[config.mk]
export PLATFORM = sky130hd
export DESIGN_NAME = prf_recovery_ctrl
export DESIGN_NICKNAME = d
export VERILOG_FILES = /design/src/rtl/prf_recovery_ctrl_pkg.sv /design/src/rtl/prf_recovery_ctrl_journal.sv /design/src/rtl/prf_recovery_ctrl.sv
export SDC_FILE = /design/constraint.sdc
export NUM_CORES = 1
export LEC_CHECK = 0
export CAP_MARGIN = 20
export CORE_MARGIN = 1
export CORE_UTILIZATION = 30
export DETAILED_ROUTE_END_ITERATION = 10
export PLACE_DENSITY = 0.51
export SYNTH_ARGS = -nofsm -noshare
export SYNTH_HDL_FRONTEND = slang
export SYNTH_HIERARCHICAL = 1
export SYNTH_SLANG_ARGS = --single-unit
[constraint.sdc]
create_clock -name clk -period 3.9 [get_ports clk]
set_clock_uncertainty 0.2 [all_clocks]
set_input_delay 0.78 -clock clk [delete_from_list [all_inputs] [get_ports clk]]
set_output_delay 0.78 -clock clk [all_outputs]
set_load 0.1 [all_outputs]
[src/rtl/prf_recovery_ctrl_pkg.sv]
// Shared constants and types for the free-list recovery sequencer.
//   PHY_REG_SEL : width of a physical register tag
//   JRNL_DEPTH  : default journal depth (one entry per ROB slot)
//   rec_state_e : recovery FSM encoding
package prf_recovery_ctrl_pkg;

   localparam int PHY_REG_SEL = 6;
   localparam int JRNL_DEPTH  = 32;

   typedef enum logic [0:0] {
      REC_IDLE = 1'b0,
      REC_WALK = 1'b1
   } rec_state_e;

endpackage

[src/rtl/prf_recovery_ctrl_journal.sv]
// recovery_journal: circular journal of {val, tag} entries.
// Two synchronous write ports (dispatch slots 1/2) and two asynchronous
// read ports (youngest two entries during a walk).
//   clk, reset        : clock, async active-low reset (clears vals only)
//   we*/wa*/wv*/wt*   : write enable, index, val bit, tag
//   ra*/rv*/rt*       : read index, val bit, tag
module recovery_journal
   import prf_recovery_ctrl_pkg::*;
#(
   parameter int DEPTH = JRNL_DEPTH,
   parameter int PTR_W = 5
) (
   input  logic                   clk,
   input  logic                   reset,
   input  logic                   we1,
   input  logic [PTR_W-1:0]       wa1,
   input  logic                   wv1,
   input  logic [PHY_REG_SEL-1:0] wt1,
   input  logic                   we2,
   input  logic [PTR_W-1:0]       wa2,
   input  logic                   wv2,
   input  logic [PHY_REG_SEL-1:0] wt2,
   input  logic [PTR_W-1:0]       ra1,
   output logic                   rv1,
   output logic [PHY_REG_SEL-1:0] rt1,
   input  logic [PTR_W-1:0]       ra2,
   output logic                   rv2,
   output logic [PHY_REG_SEL-1:0] rt2
);

   logic [DEPTH-1:0]       val_q;
   logic [PHY_REG_SEL-1:0] tag_q [DEPTH];

   always_ff @(posedge clk or negedge reset) begin
      if (!reset) begin
         val_q <= '0;
      end else begin
         if (we1) val_q[wa1] <= wv1;
         if (we2) val_q[wa2] <= wv2;
      end
   end

   // Tags need no reset: a tag is only ever read alongside its val bit.
   always_ff @(posedge clk) begin
      if (we1) tag_q[wa1] <= wt1;
      if (we2) tag_q[wa2] <= wt2;
   end

   assign rv1 = val_q[ra1];
   assign rt1 = tag_q[ra1];
   assign rv2 = val_q[ra2];
   assign rt2 = tag_q[ra2];

endmodule

[src/rtl/prf_recovery_ctrl.sv]
// Free-list recovery sequencer. Journals destination tags at dispatch,
// retires them at commit, and on a misprediction walks the journal from
// the youngest entry back to the branch, returning up to two tags/cycle.
//   clk, reset              : clock, async active-low reset
//   dp_num, dp_dst*_val/dst*: dispatch count and allocated tags
//   comnum                  : commit count
//   prmiss, prmiss_ptr      : misprediction pulse and branch journal pointer
//   dp_ptr                  : pointer the next dispatched instruction gets
//   rec_tag*, rec_tag*_val  : tags returned to the free list (registered)
//   recovering              : walk in progress, dispatch must stall
//   jfull                   : fewer than two free journal entries
//
// state    | meaning
// REC_IDLE | journal tracks dispatch/commit; prmiss starts a walk
// REC_WALK | popping squashed entries from tail down to tgt
module prf_recovery_ctrl
   import prf_recovery_ctrl_pkg::*;
#(
   parameter int DEPTH = JRNL_DEPTH,
   parameter int PTR_W = 5
) (
   input  logic                   clk,
   input  logic                   reset,
   input  logic [1:0]             dp_num,
   input  logic                   dp_dst1_val,
   input  logic                   dp_dst2_val,
   input  logic [PHY_REG_SEL-1:0] dp_dst1,
   input  logic [PHY_REG_SEL-1:0] dp_dst2,
   input  logic [1:0]             comnum,
   input  logic                   prmiss,
   input  logic [PTR_W:0]         prmiss_ptr,
   output logic [PTR_W:0]         dp_ptr,
   output logic [PHY_REG_SEL-1:0] rec_tag1,
   output logic [PHY_REG_SEL-1:0] rec_tag2,
   output logic                   rec_tag1_val,
   output logic                   rec_tag2_val,
   output logic                   recovering,
   output logic                   jfull
);

   localparam logic [PTR_W:0]   PTR_ONE = (PTR_W+1)'(1);
   localparam logic [PTR_W:0]   PTR_TWO = (PTR_W+1)'(2);
   localparam logic [PTR_W-1:0] IDX_ONE = PTR_W'(1);
   localparam logic [PTR_W-1:0] IDX_TWO = PTR_W'(2);
   localparam logic [PTR_W:0]   FULL_TH = (PTR_W+1)'(DEPTH - 2);

   rec_state_e state_q, state_nxt;

   logic [PTR_W:0] head_q, tail_q, tgt_q;
   logic [PTR_W:0] tail_nxt, tgt_nxt, prmiss_tgt;
   logic [PTR_W:0] disp_n, com_n, walk_n, cnt;
   logic           take1, take2, prmiss_older;

   logic                   we1, we2;
   logic                   rv1, rv2;
   logic [PHY_REG_SEL-1:0] rt1, rt2;

   logic                   rec_val1_d, rec_val2_d;
   logic [PHY_REG_SEL-1:0] rec_tag1_d, rec_tag2_d;

   // dp_num = 3 is out of protocol; clamp so the journal stays consistent.
   assign disp_n = (dp_num == 2'd3) ? PTR_TWO : (PTR_W+1)'(dp_num);
   assign com_n  = (PTR_W+1)'(comnum);

   assign take1  = (tail_q != tgt_q);
   assign take2  = take1 && ((tail_q - PTR_ONE) != tgt_q);
   assign walk_n = take2 ? PTR_TWO : (take1 ? PTR_ONE : '0);

   assign prmiss_tgt = prmiss_ptr + PTR_ONE;
   // Distances from head order branches correctly across pointer wrap.
   assign prmiss_older = (prmiss_ptr - head_q) < (tgt_q - PTR_ONE - head_q);

   assign cnt = tail_q - head_q;

   recovery_journal #(.DEPTH(DEPTH), .PTR_W(PTR_W)) u_journal (
      .clk   (clk),
      .reset (reset),
      .we1   (we1),
      .wa1   (tail_q[PTR_W-1:0]),
      .wv1   (dp_dst1_val),
      .wt1   (dp_dst1),
      .we2   (we2),
      .wa2   (tail_q[PTR_W-1:0] + IDX_ONE),
      .wv2   (dp_dst2_val),
      .wt2   (dp_dst2),
      .ra1   (tail_q[PTR_W-1:0] - IDX_ONE),
      .rv1   (rv1),
      .rt1   (rt1),
      .ra2   (tail_q[PTR_W-1:0] - IDX_TWO),
      .rv2   (rv2),
      .rt2   (rt2)
   );

   always_ff @(posedge clk or negedge reset) begin
      if (!reset) state_q <= REC_IDLE;
      else        state_q <= state_nxt;
   end

   always_comb begin
      state_nxt = state_q;
      tail_nxt  = tail_q;
      tgt_nxt   = tgt_q;
      unique case (state_q)
         REC_IDLE: begin
            if (prmiss) begin
               tgt_nxt   = prmiss_tgt;
               state_nxt = REC_WALK;
            end else begin
               tail_nxt = tail_q + disp_n;
            end
         end
         REC_WALK: begin
            tail_nxt = tail_q - walk_n;
            // An accepted older branch moves tgt strictly below the current
            // one, so the walk can never finish in the same cycle.
            if (prmiss && prmiss_older) tgt_nxt = prmiss_tgt;
            else if (tail_nxt == tgt_q) state_nxt = REC_IDLE;
         end
         default: state_nxt = REC_IDLE;
      endcase
   end

   always_comb begin
      we1        = 1'b0;
      we2        = 1'b0;
      rec_tag1_d = '0;
      rec_tag2_d = '0;
      rec_val1_d = 1'b0;
      rec_val2_d = 1'b0;
      unique case (state_q)
         REC_IDLE: begin
            we1 = !prmiss && (disp_n != '0);
            we2 = !prmiss && (disp_n == PTR_TWO);
         end
         REC_WALK: begin
            if (take1) begin
               rec_tag1_d = rt1;
               rec_val1_d = rv1;
            end
            if (take2) begin
               rec_tag2_d = rt2;
               rec_val2_d = rv2;
            end
         end
         default: ;
      endcase
   end

   always_ff @(posedge clk or negedge reset) begin
      if (!reset) begin
         head_q       <= '0;
         tail_q       <= '0;
         tgt_q        <= '0;
         rec_tag1     <= '0;
         rec_tag2     <= '0;
         rec_tag1_val <= 1'b0;
         rec_tag2_val <= 1'b0;
      end else begin
         head_q       <= head_q + com_n;
         tail_q       <= tail_nxt;
         tgt_q        <= tgt_nxt;
         rec_tag1     <= rec_tag1_d;
         rec_tag2     <= rec_tag2_d;
         rec_tag1_val <= rec_val1_d;
         rec_tag2_val <= rec_val2_d;
      end
   end

   assign dp_ptr     = tail_q;
   assign recovering = (state_q == REC_WALK);
   assign jfull      = (cnt > FULL_TH);

endmodule

==> flow_summary.json <==
{
  "cap_violations": 0,
  "clkTransAtPathRegs_ns": 0.06,
  "tightest_slew_ns": 1.002,
  "endpoint_kind": "output pin",
  "vias": 11370,
  "drc": 0,
  "dr.pass1.iters": 5,
  "cp.required_ns": 2.92,
  "clk_latency_ns": 0.59,
  "grt_pass1_wl_um": 80810,
  "final_area_um2": 19190,
  "die_x_um": 236.7,
  "routedWlPerCell_um": 27.40,
  "grt_pass1_vias": 11410,
  "initial_utilization_pct": 30.52,
  "arrival_ns": 2.75,
  "synthesis.area_um2": 16520,
  "grt-ovfl-total": 0,
  "synth.top_cells.by_count": "mux2_2, edfxtp_1, mux4_2",
  "track_usage_pct": 19.45,
  "drive_gt1_share_pct": 40.75,
  "outcome": "completed",
  "async_reset_ff_share_pct": 25.29,
  "hold_buffers": 0,
  "cts.sinks": 257,
  "hpwl_um": 37400,
  "layout.area.seq_um2": 7398,
  "hold_viol": 0,
  "antenna_found_initial": 1,
  "final.period_utilization_pct": 95.63,
  "clockBufferDepth": 3,
  "synthCells": 1187,
  "slew_headroom_pct": 32.51,
  "reg2reg_to": "recovering",
  "r2r_slack_ns": 0.37,
  "start_kind": "register",
  "grt_max_degree": 66,
  "die_y_um": 236.7,
  "vias_per_cell": 5.752,
  "synth-main-ff-cell": "edfxtp_1",
  "antenna_left": 0,
  "io_buffer_count": 48,
  "ys_types": 57,
  "synth.avg_cell_area_um2": 13.92,
  "yosys_warnings": 6,
  "critPathKind": "register to output pin",
  "reg2reg_depth": 14,
  "rsz0062_at_grt": "false",
  "gp_congestion": 0.8684,
  "r2r_start": "dp_ptr[0]",
  "yosys.area.top_type": "edfxtp_1",
  "worstPathMaxFanout": 2,
  "hold_class": "input pin to asynchronous set/reset pin",
  "wl_um": 54170,
  "ir_drop_mv": 0.4827,
  "final_nets": 1323,
  "rows": 85,
  "leakage_uw": 0.006734,
  "multiInputGateArea_um2": 8559,
  "area_delta_synth_final_pct": 16.17,
  "drt_iter0_drc": 1112,
  "synth-seq-cells": 257,
  "yosys.area.top_type_share_pct": 34.90,
  "syn-num-nets": 1252,
  "diodes": 0,
  "p_per_area_nw_per_um2": 840.4,
  "postPlaceCellArea_um2": 18170,
  "synth_area_leaders": "edfxtp_1, mux4_2, mux2_2",
  "setup_viol": 0,
  "fin_crit_ns": 3.729,
  "synth.most_common_cell": "mux2_2",
  "num-fill-cells": 5170,
  "coreArea_um2": 54130,
  "synth_edf_count": 192,
  "dieArea_um2": 56010,
  "maxSlewViolCount": 0,
  "max_freq_mhz": 268.1,
  "finalPower_uw": 16130,
  "numCtsBuffers": 30,
  "cts_tree": "built",
  "pin_count": 49,
  "ctsRootBufferMaster": "clkbuf_16",
  "seq_area_frac_synth_pct": 44.75,
  "htreeDepth": 1
}
==> layer usage <==
metal,vias to the layer above,track usage [%],share of wire [%],routed length (µm)
met4,0,4.860,2.1,1142
met3,76,2.681,7.2,3875
met5,-,0,0,0
met1,5942,28.31,45,24280
met2,513,30.42,46,24870
li1,4841,-,-,-
==> registers in the layout (all words and copies together) (netlist names) <==
signal	count
u_journal/tag_q	192
u_journal/val_q	32
rec_tag1_val	1
rec_tag1	6
recovering	1
rec_tag2_val	1
head_q	6
dp_ptr	6
tgt_q	6
rec_tag2	6
==> layout make-up <==
cell class	count	area share, %
clock buffer	44	4.714
clock inverter	11	0.4694
inverter	25	0.5085
multi-input combinational	796	44.60
sequential	257	38.55
tap	696	4.538
timing repair buffer	148	6.618
==> cells in the final DEF (no fill, tap or decap), types with 10 or more instances in the layout <==
cell type / instances
nand2_1: 44
a21oi_1: 13
mux2_1: 18
a31oi_1: 34
ha_1: 32
mux4_2: 140
buf_4: 102
clkbuf_16: 31
xor2_1: 20
mux2_2: 193
dfrtp_1: 62
xnor2_1: 17
and3b_1: 10
clkdlybuf4s50_1: 38
nand3_1: 42
and3_1: 14
inv_1: 19
edfxtp_1: 192
nor3_1: 41
nand3b_1: 12
o21ai_0: 72
==> power by group <==
part	internal [µW]	total [µW]	switching [µW]
Combinational	4230	9640	5410
Sequential	3290	3630	346
Clock	1660	2850	1190
Total	9180	16100	6950
==> cell families after synthesis <==
| family | Yosys count | synth area share [%] |
|---|---|---|
| buffers and inverters | 134 | 3.598 |
| AND/OR/NAND/NOR | 220 | 7.370 |
| AO/OA/AOI/OAI | 142 | 5.052 |
| adder cells (fa/ha/maj) | 38 | 3.151 |
| XOR/XNOR | 42 | 2.431 |
| multiplexers | 354 | 33.65 |
| flip-flops | 257 | 44.75 |
==> worst max-delay path, cell delays in order (launching register included) <==
cell,delay [ns]
dfrtp_2,0.42
inv_4,0.06
ha_1,0.16
inv_1,0.05
fa_2,0.34
a21o_1,0.17
a21oi_2,0.14
xor2_1,0.07
or4b_1,0.49
nand3_2,0.10
buf_12,0.17
==> per-stage QoR <==
step	cells	hold slack, ns	setup TNS [ns]	utilization, %	setup WS (ns)
detailed placement	1920	0.2622	-0.4212	33.57	-0.08654
floorplan	1187	0.2448	-0.01274	-	-0.01274
global placement	1919	0.2615	-0.2835	33.55	-0.05804
CTS	1976	0.1690	0	35.43	0.01804
global route	1977	0.1967	0	35.45	0.01440
finish	1977	0.1067	0	35.45	0.1705
==> how the worst max path moves through the flow <==
stage                       start        to  slack (ns)  cells after the start
finish                  dp_ptr[0]     jfull        0.17                     10
floorplan               dp_ptr[0]     jfull       -0.01                      9
global route            dp_ptr[0]     jfull        0.01                     10
global placement    prmiss_ptr[1]  tgt_q[1]       -0.06                     13
CTS                     dp_ptr[0]     jfull        0.02                     10
detailed placement  prmiss_ptr[1]  tgt_q[2]       -0.09                     13
==> what timing repair did <==
item / in CTS / in global routing
gates resized for setup: 3 / 2
setup endpoints to repair: 1 / 1
pin swaps: 0 / 1
buffers inserted: 1 / 0
Power figures use the tool's default switching activity.
